==> config.mk <==
export PLATFORM = sky130hd
export DESIGN_NAME = ccm_arbiter
export DESIGN_NICKNAME = d
export VERILOG_FILES = /design/src/rtl/ccm_pkg.sv /design/src/rtl/ccm_rr_arb.sv /design/src/rtl/ccm_arbiter.sv
export SDC_FILE = /design/constraint.sdc
export NUM_CORES = 1
export LEC_CHECK = 0
export CORE_AREA = 5 5 113 115
export DETAILED_ROUTE_END_ITERATION = 10
export DIE_AREA = 0 0 118 120
export MAX_ROUTING_LAYER = met4
export PLACE_DENSITY = 0.72
export SYNTH_ARGS = -nofsm -noshare
export SYNTH_HDL_FRONTEND = slang
export SYNTH_HIERARCHICAL = 1
export SYNTH_SLANG_ARGS = --single-unit
==> constraint.sdc <==
create_clock -name clk -period 8.9 [get_ports clk]
set_input_delay 1.78 -clock clk [delete_from_list [all_inputs] [get_ports clk]]
set_output_delay 1.78 -clock clk [all_outputs]
set_load 0.005 [all_outputs]
==> src/rtl/ccm_pkg.sv <==
// Shared CCM definitions: geometry, requester ids and a one-hot decode helper.
package ccm_pkg;
  localparam int CCM_ADDR_WIDTH = 11;
  localparam int CCM_DATA_WIDTH = 32;

  localparam int REQ_IFU = 0;
  localparam int REQ_LSU = 1;
  localparam int REQ_DMA = 2;

  // Position of the set bit in a one-hot vector (up to 8 requesters); 0 when empty.
  function automatic logic [2:0] onehot2idx(input logic [7:0] oh);
    logic [2:0] idx;
    idx = '0;
    for (int i = 0; i < 8; i++)
      if (oh[i]) idx = 3'(i);
    return idx;
  endfunction
endpackage

==> src/rtl/ccm_rr_arb.sv <==
// Round-robin picker: first requester at or above ptr (wrapping) wins.
module ccm_rr_arb #(
  parameter int NREQ = 3,
  parameter int IDXW = (NREQ > 1) ? $clog2(NREQ) : 1
) (
  input  logic [NREQ-1:0] req,
  input  logic [IDXW-1:0] ptr,
  output logic [NREQ-1:0] gnt,
  output logic [IDXW-1:0] idx,
  output logic            any
);
  logic [IDXW-1:0] cand;

  always_comb begin
    gnt  = '0;
    idx  = '0;
    any  = 1'b0;
    cand = '0;
    for (int k = 0; k < NREQ; k++) begin
      cand = IDXW'((int'(ptr) + k) % NREQ);
      if (!any && req[cand]) begin
        any       = 1'b1;
        gnt[cand] = 1'b1;
        idx       = cand;
      end
    end
  end
endmodule

==> src/rtl/ccm_arbiter.sv <==
// CCM port arbiter: round-robin read port with tagged responses, fixed-priority write port.
// Define CCM_ARB_FWD_EN to forward the last write's data instead of stalling a RAW read.
module ccm_arbiter
  import ccm_pkg::*;
#(
  parameter int ADDR_WIDTH = CCM_ADDR_WIDTH,
  parameter int DATA_WIDTH = CCM_DATA_WIDTH,
  parameter int NREQ       = 3
) (
  input  logic                       clk,
  input  logic                       rst,
  input  logic [NREQ-1:0]            rd_req,
  input  logic [NREQ*ADDR_WIDTH-1:0] rd_addr,
  output logic [NREQ-1:0]            rd_gnt,
  output logic [NREQ-1:0]            rd_valid,
  output logic [DATA_WIDTH-1:0]      rd_data,
  input  logic [NREQ-1:0]            wr_req,
  input  logic [NREQ*ADDR_WIDTH-1:0] wr_addr,
  input  logic [NREQ*DATA_WIDTH-1:0] wr_data,
  output logic [NREQ-1:0]            wr_gnt,
  output logic                       cntlr_rd,
  output logic [ADDR_WIDTH-1:0]      cntlr_raddr,
  input  logic [DATA_WIDTH-1:0]      cntlr_rd_data,
  input  logic                       cntlr_rd_valid,
  output logic                       cntlr_wr,
  output logic [ADDR_WIDTH-1:0]      cntlr_waddr,
  output logic [DATA_WIDTH-1:0]      cntlr_wr_data
);
  localparam int IDXW = $clog2(NREQ);

  logic [NREQ-1:0][ADDR_WIDTH-1:0] rd_addr_v, wr_addr_v;
  logic [NREQ-1:0][DATA_WIDTH-1:0] wr_data_v;
  assign rd_addr_v = rd_addr;
  assign wr_addr_v = wr_addr;
  assign wr_data_v = wr_data;

  logic [IDXW-1:0]       rr_ptr, rd_idx, wr_idx;
  logic [NREQ-1:0]       arb_gnt, rsp_tag, wr_pick;
  logic [7:0]            wr_oh;
  logic                  rd_any, raw_match, rd_stall, rd_fire;
  logic                  last_wr_vld;
  logic [ADDR_WIDTH-1:0] last_wr_addr;

  ccm_rr_arb #(.NREQ(NREQ), .IDXW(IDXW)) u_rd_arb (
    .req (rd_req),
    .ptr (rr_ptr),
    .gnt (arb_gnt),
    .idx (rd_idx),
    .any (rd_any)
  );

  // The controller commits a write one cycle after issue, so a read of that
  // address in the following cycle would see stale data.
  assign cntlr_raddr = rd_addr_v[rd_idx];
  assign raw_match   = last_wr_vld && (cntlr_raddr == last_wr_addr);
`ifdef CCM_ARB_FWD_EN
  assign rd_stall = 1'b0;
`else
  assign rd_stall = raw_match;
`endif
  assign rd_fire  = rd_any && !rd_stall && !rst;
  assign rd_gnt   = rd_fire ? arb_gnt : '0;
  assign cntlr_rd = rd_fire;

  always_ff @(posedge clk or posedge rst) begin
    if (rst) begin
      rr_ptr  <= '0;
      rsp_tag <= '0;
    end else begin
      rsp_tag <= rd_gnt;
      if (rd_fire)
        rr_ptr <= (rd_idx == IDXW'(NREQ - 1)) ? '0 : rd_idx + IDXW'(1);
    end
  end

  assign rd_valid = rsp_tag & {NREQ{cntlr_rd_valid}};

  // Lowest set bit wins the write port.
  assign wr_pick       = wr_req & (~wr_req + NREQ'(1));
  assign wr_oh         = 8'(wr_pick);
  assign wr_idx        = IDXW'(onehot2idx(wr_oh));
  assign wr_gnt        = rst ? '0 : wr_pick;
  assign cntlr_wr      = |wr_gnt;
  assign cntlr_waddr   = wr_addr_v[wr_idx];
  assign cntlr_wr_data = wr_data_v[wr_idx];

  always_ff @(posedge clk or posedge rst) begin
    if (rst) begin
      last_wr_vld  <= 1'b0;
      last_wr_addr <= '0;
    end else begin
      last_wr_vld  <= cntlr_wr;
      last_wr_addr <= cntlr_waddr;
    end
  end

`ifdef CCM_ARB_FWD_EN
  logic                  fwd;
  logic [DATA_WIDTH-1:0] last_wr_data, fwd_data;

  always_ff @(posedge clk or posedge rst) begin
    if (rst) begin
      fwd          <= 1'b0;
      last_wr_data <= '0;
      fwd_data     <= '0;
    end else begin
      last_wr_data <= cntlr_wr_data;
      fwd          <= rd_fire && raw_match;
      if (rd_fire && raw_match) fwd_data <= last_wr_data;
    end
  end

  assign rd_data = fwd ? fwd_data : cntlr_rd_data;
`else
  assign rd_data = cntlr_rd_data;
`endif
endmodule

==> summary.txt <==
Logic synthesis
  • Post-Synth Adder-Cell Area: 1.970%
  • Post-Synth XOR/XNOR Area: 2.759%
  • Synth Cell Area: 2540 sq um
  • Synth Area in Simple Gates: 20.99%
  • Sequential-to-total area share from yosys stat: 16.75%
  • Synth Instances: 332
  • Synth warn: 6
  • Post-synth EDFFs: 0
  • Syn avg cell area: 7.650 sq um
  • Compound-Gate Fraction of Synth Area: 21.18%
  • Ys async rst share: 100.0%
  • Ys flop type: dfrtp_1
  • Synth cell types: 50
  • Syn nets: 539
  • Mux cell area share after synthesis: 21.87%
  • Main combinational cell family by area after synthesis: multiplexers
  • Register bit total from synthesis: 17

Pwr
  • PwrDens: 180.6 nW/um^2
  • Leakage: 1.819 nW
  • VDD IR-drop max: 167.5 uV

Clock network
  • Max clock buf depth: 2
  • Post-CTS Setup Bufs: 0
  • Clk sinks: 17
  • Post-cts resize count: 0
  • Clk pin slew, worst setup/hold paths: 0.05 ns
  • Root buffer cell: clkbuf_16
  • Clock Latency Late Sink: 0.25 ns
  • CTS hold repair buffers: 0
  • CTS tree: yes
  • Num CTS Buffers: 3
  • H-tree depth: 1

Flow run
  • MaxCap Viol Count: 0

Layout
  • Share of cells above drive strength 1: 5.374%
  • Final nets: 729
  • Post-Layout Cell Count: 668
  • Antenna cells: 0
  • Synthesis-to-finish area growth: 90.94%

Floorplanning
  • IO Pins: 300
  • Row cnt: 40
  • Die X-Extent: 118 microns
  • Starting Density: 21.69%
  • Die height: 120 microns
  • Total core area: 11710 sq um
  • Die area: 14160 sq um

GRT
  • GRT Total Usage: 15.16%
  • GRT overflow: 0
  • Global-route wire length before repair: 17200 microns
  • Vias in the first global route: 3351
  • Antenna violations before repair: 0
  • Largest net degree at the start of global routing: 88

Timing
  • Achievable Freq: 132.5 MHz
  • Hold Slack: 0.6173 ns
  • Slew HR: 17.83%
  • Final period util: 84.83%
  • Fin. Hold Viols: 0
  • Post-layout min period: 7.550 ns
  • Clock skew: 0.003360 ns
  • Fin. max-slew vios: 0
  • Setup violators final: 0
  • Final setup TNS: 0 ns
  • RSZ-0062 raised after global routing: false
  • Worst-margin pin slew: 1.233 ns

Outcome
  • Status: finished clean

Drt
  • Post-Route WL: 11290 microns
  • Routed WL per cell: 16.90 microns
  • ANT nets after route: 0
  • Total number of vias: 3133
  • Drt drc: 0
  • Routed vias/inst: 4.690
  • TritonRoute pass-1 iters: 5
  • DR iter-0 viols: 148

Place
  • # placed instances: 664
  • GP Congestion: 0.9408
  • Port Buffer Count: 235
  • Post-DP HPWL: 9640 microns

Critical path
  • Slowest stage cell, crit path: nand3_1
  • CP Capture Type: primary output
  • Worst path required time: 7.12 ns
  • Critical path type: input port to primary output
  • Delay-heaviest family, CP: simple AND/OR/NAND/NOR gates
  • CP startpoint kind: input port
  • Critical Path Fanout Max: 23
  • Crit path buf inv count: 2
  • Crit-path max cell delay: 0.67 ns
  • Crit path cell chain: clkdlybuf4s50_1, nand2_1, o22a_4, o2111ai_1, nand3_1, nor2b_2, o2bb2ai_1, xor2_1, nor3_2, a41oi_2, and2_1, clkdlybuf4s50_1
  • Crit path top cell by count: clkdlybuf4s50_1
  • CP arrival: 5.77 ns

Hold path
  • Worst Hold Class: flop to flop
==> area by class of cell <==
class,instances,area [sq um]
Fill cell,1159,6862
Tap cell,147,183.9
Timing Repair Buffer,238,2375
Clock buffer,3,75.07
Sequential cell,17,425.4
Clock inverter,1,5.005
Multi-Input combinational cell,256,1763
Inverter,6,22.52
==> Yosys cell counts, drive strengths merged, types with 3 or more instances <==
master	count	area, sq um
nor2b	7	46.30
or3	3	18.77
mux2i	54	544.3
o2bb2ai	5	56.31
ha	4	50.05
xor2	8	70.07
nand2	60	225.2
nand3b	6	45.04
dfrtp	17	425.4
buf	40	294.0
inv	6	22.52
clkbuf	13	51.30
nand2b	4	27.53
o21ai	54	277.8
a31oi	3	18.77
nor2	6	22.52
o211ai	3	27.52
a21oi	8	43.79
and2	8	50.05
nor3	3	25.02
==> cells by family (layout without fill, tap and decap cells) <==
kind of cell	count (synthesis)	in the layout
AOI/OAI and AO/OA	84	84
DFF	17	17
xor gates and xnor gates	8	8
and+or+nand+nor	105	105
buffers and inverters	59	248
adders and majority gates	4	4
muxes	55	55
==> metrics by stage <==
stage	setup slack (ns)	instance area [sq um]	power (W)	utilization, %
after floorplan	3.360	2540	0.0005046	-
after global placement	1.571	4770	0.0007654	40.73
after detailed placement	1.387	4770	0.0007820	40.73
after CTS	1.378	4850	0.0008789	41.41
after global routing	1.081	4850	0.0009348	41.41
final	1.350	4850	0.0008757	41.41
==> state kept, by name (all words and copies together), names as in the netlist <==
signal / count
rr_ptr: 2
rsp_tag: 3
last_wr_addr: 11
last_wr_vld: 1
==> cells in the final DEF (no fill, tap or decap), drive strengths merged, types with 7 or more instances in the layout <==
| cell | instances |
|---|---|
| mux2i | 54 |
| o21ai | 54 |
| dfrtp | 17 |
| xor2 | 8 |
| clkdlybuf4s50 | 235 |
| nor2b | 7 |
| and2 | 8 |
| nand2 | 60 |
| a21oi | 8 |
==> final timing paths <==
path                           start         endpoint  slack (ns)  cells after the start
setup / recovery           rd_req[2]        rd_gnt[1]        1.35                     12
hold reg to reg            rr_ptr[0]        rr_ptr[0]        0.62                      1
min in group asynchronous        rst  last_wr_addr[4]        2.02                      2
max in group asynchronous        rst        rr_ptr[0]        6.41                      2
setup reg to reg           rr_ptr[1]        rr_ptr[0]        4.90                     12
hold / removal             rr_ptr[0]        rr_ptr[0]        0.62                      1
==> where the power goes <==
| group | internal, W | switching [W] |
|---|---|---|
| Clock | 0.0000602 | 0.0000321 |
| Sequential | 0.0000924 | 0.00000963 |
| Combinational | 0.000355 | 0.000326 |
| Total | 0.000508 | 0.000368 |
==> routing by layer <==
metal  wire length (microns)  vias up  global-route usage (%)
li1                        -     1508                       -
met4                     215        0                   3.728
met2                    5628      176                   26.38
met1                    4594     1431                   17.45
met5                       0        -                       -
met3                     851       18                   3.959
No activity file was read; power rests on OpenSTA's default activity.
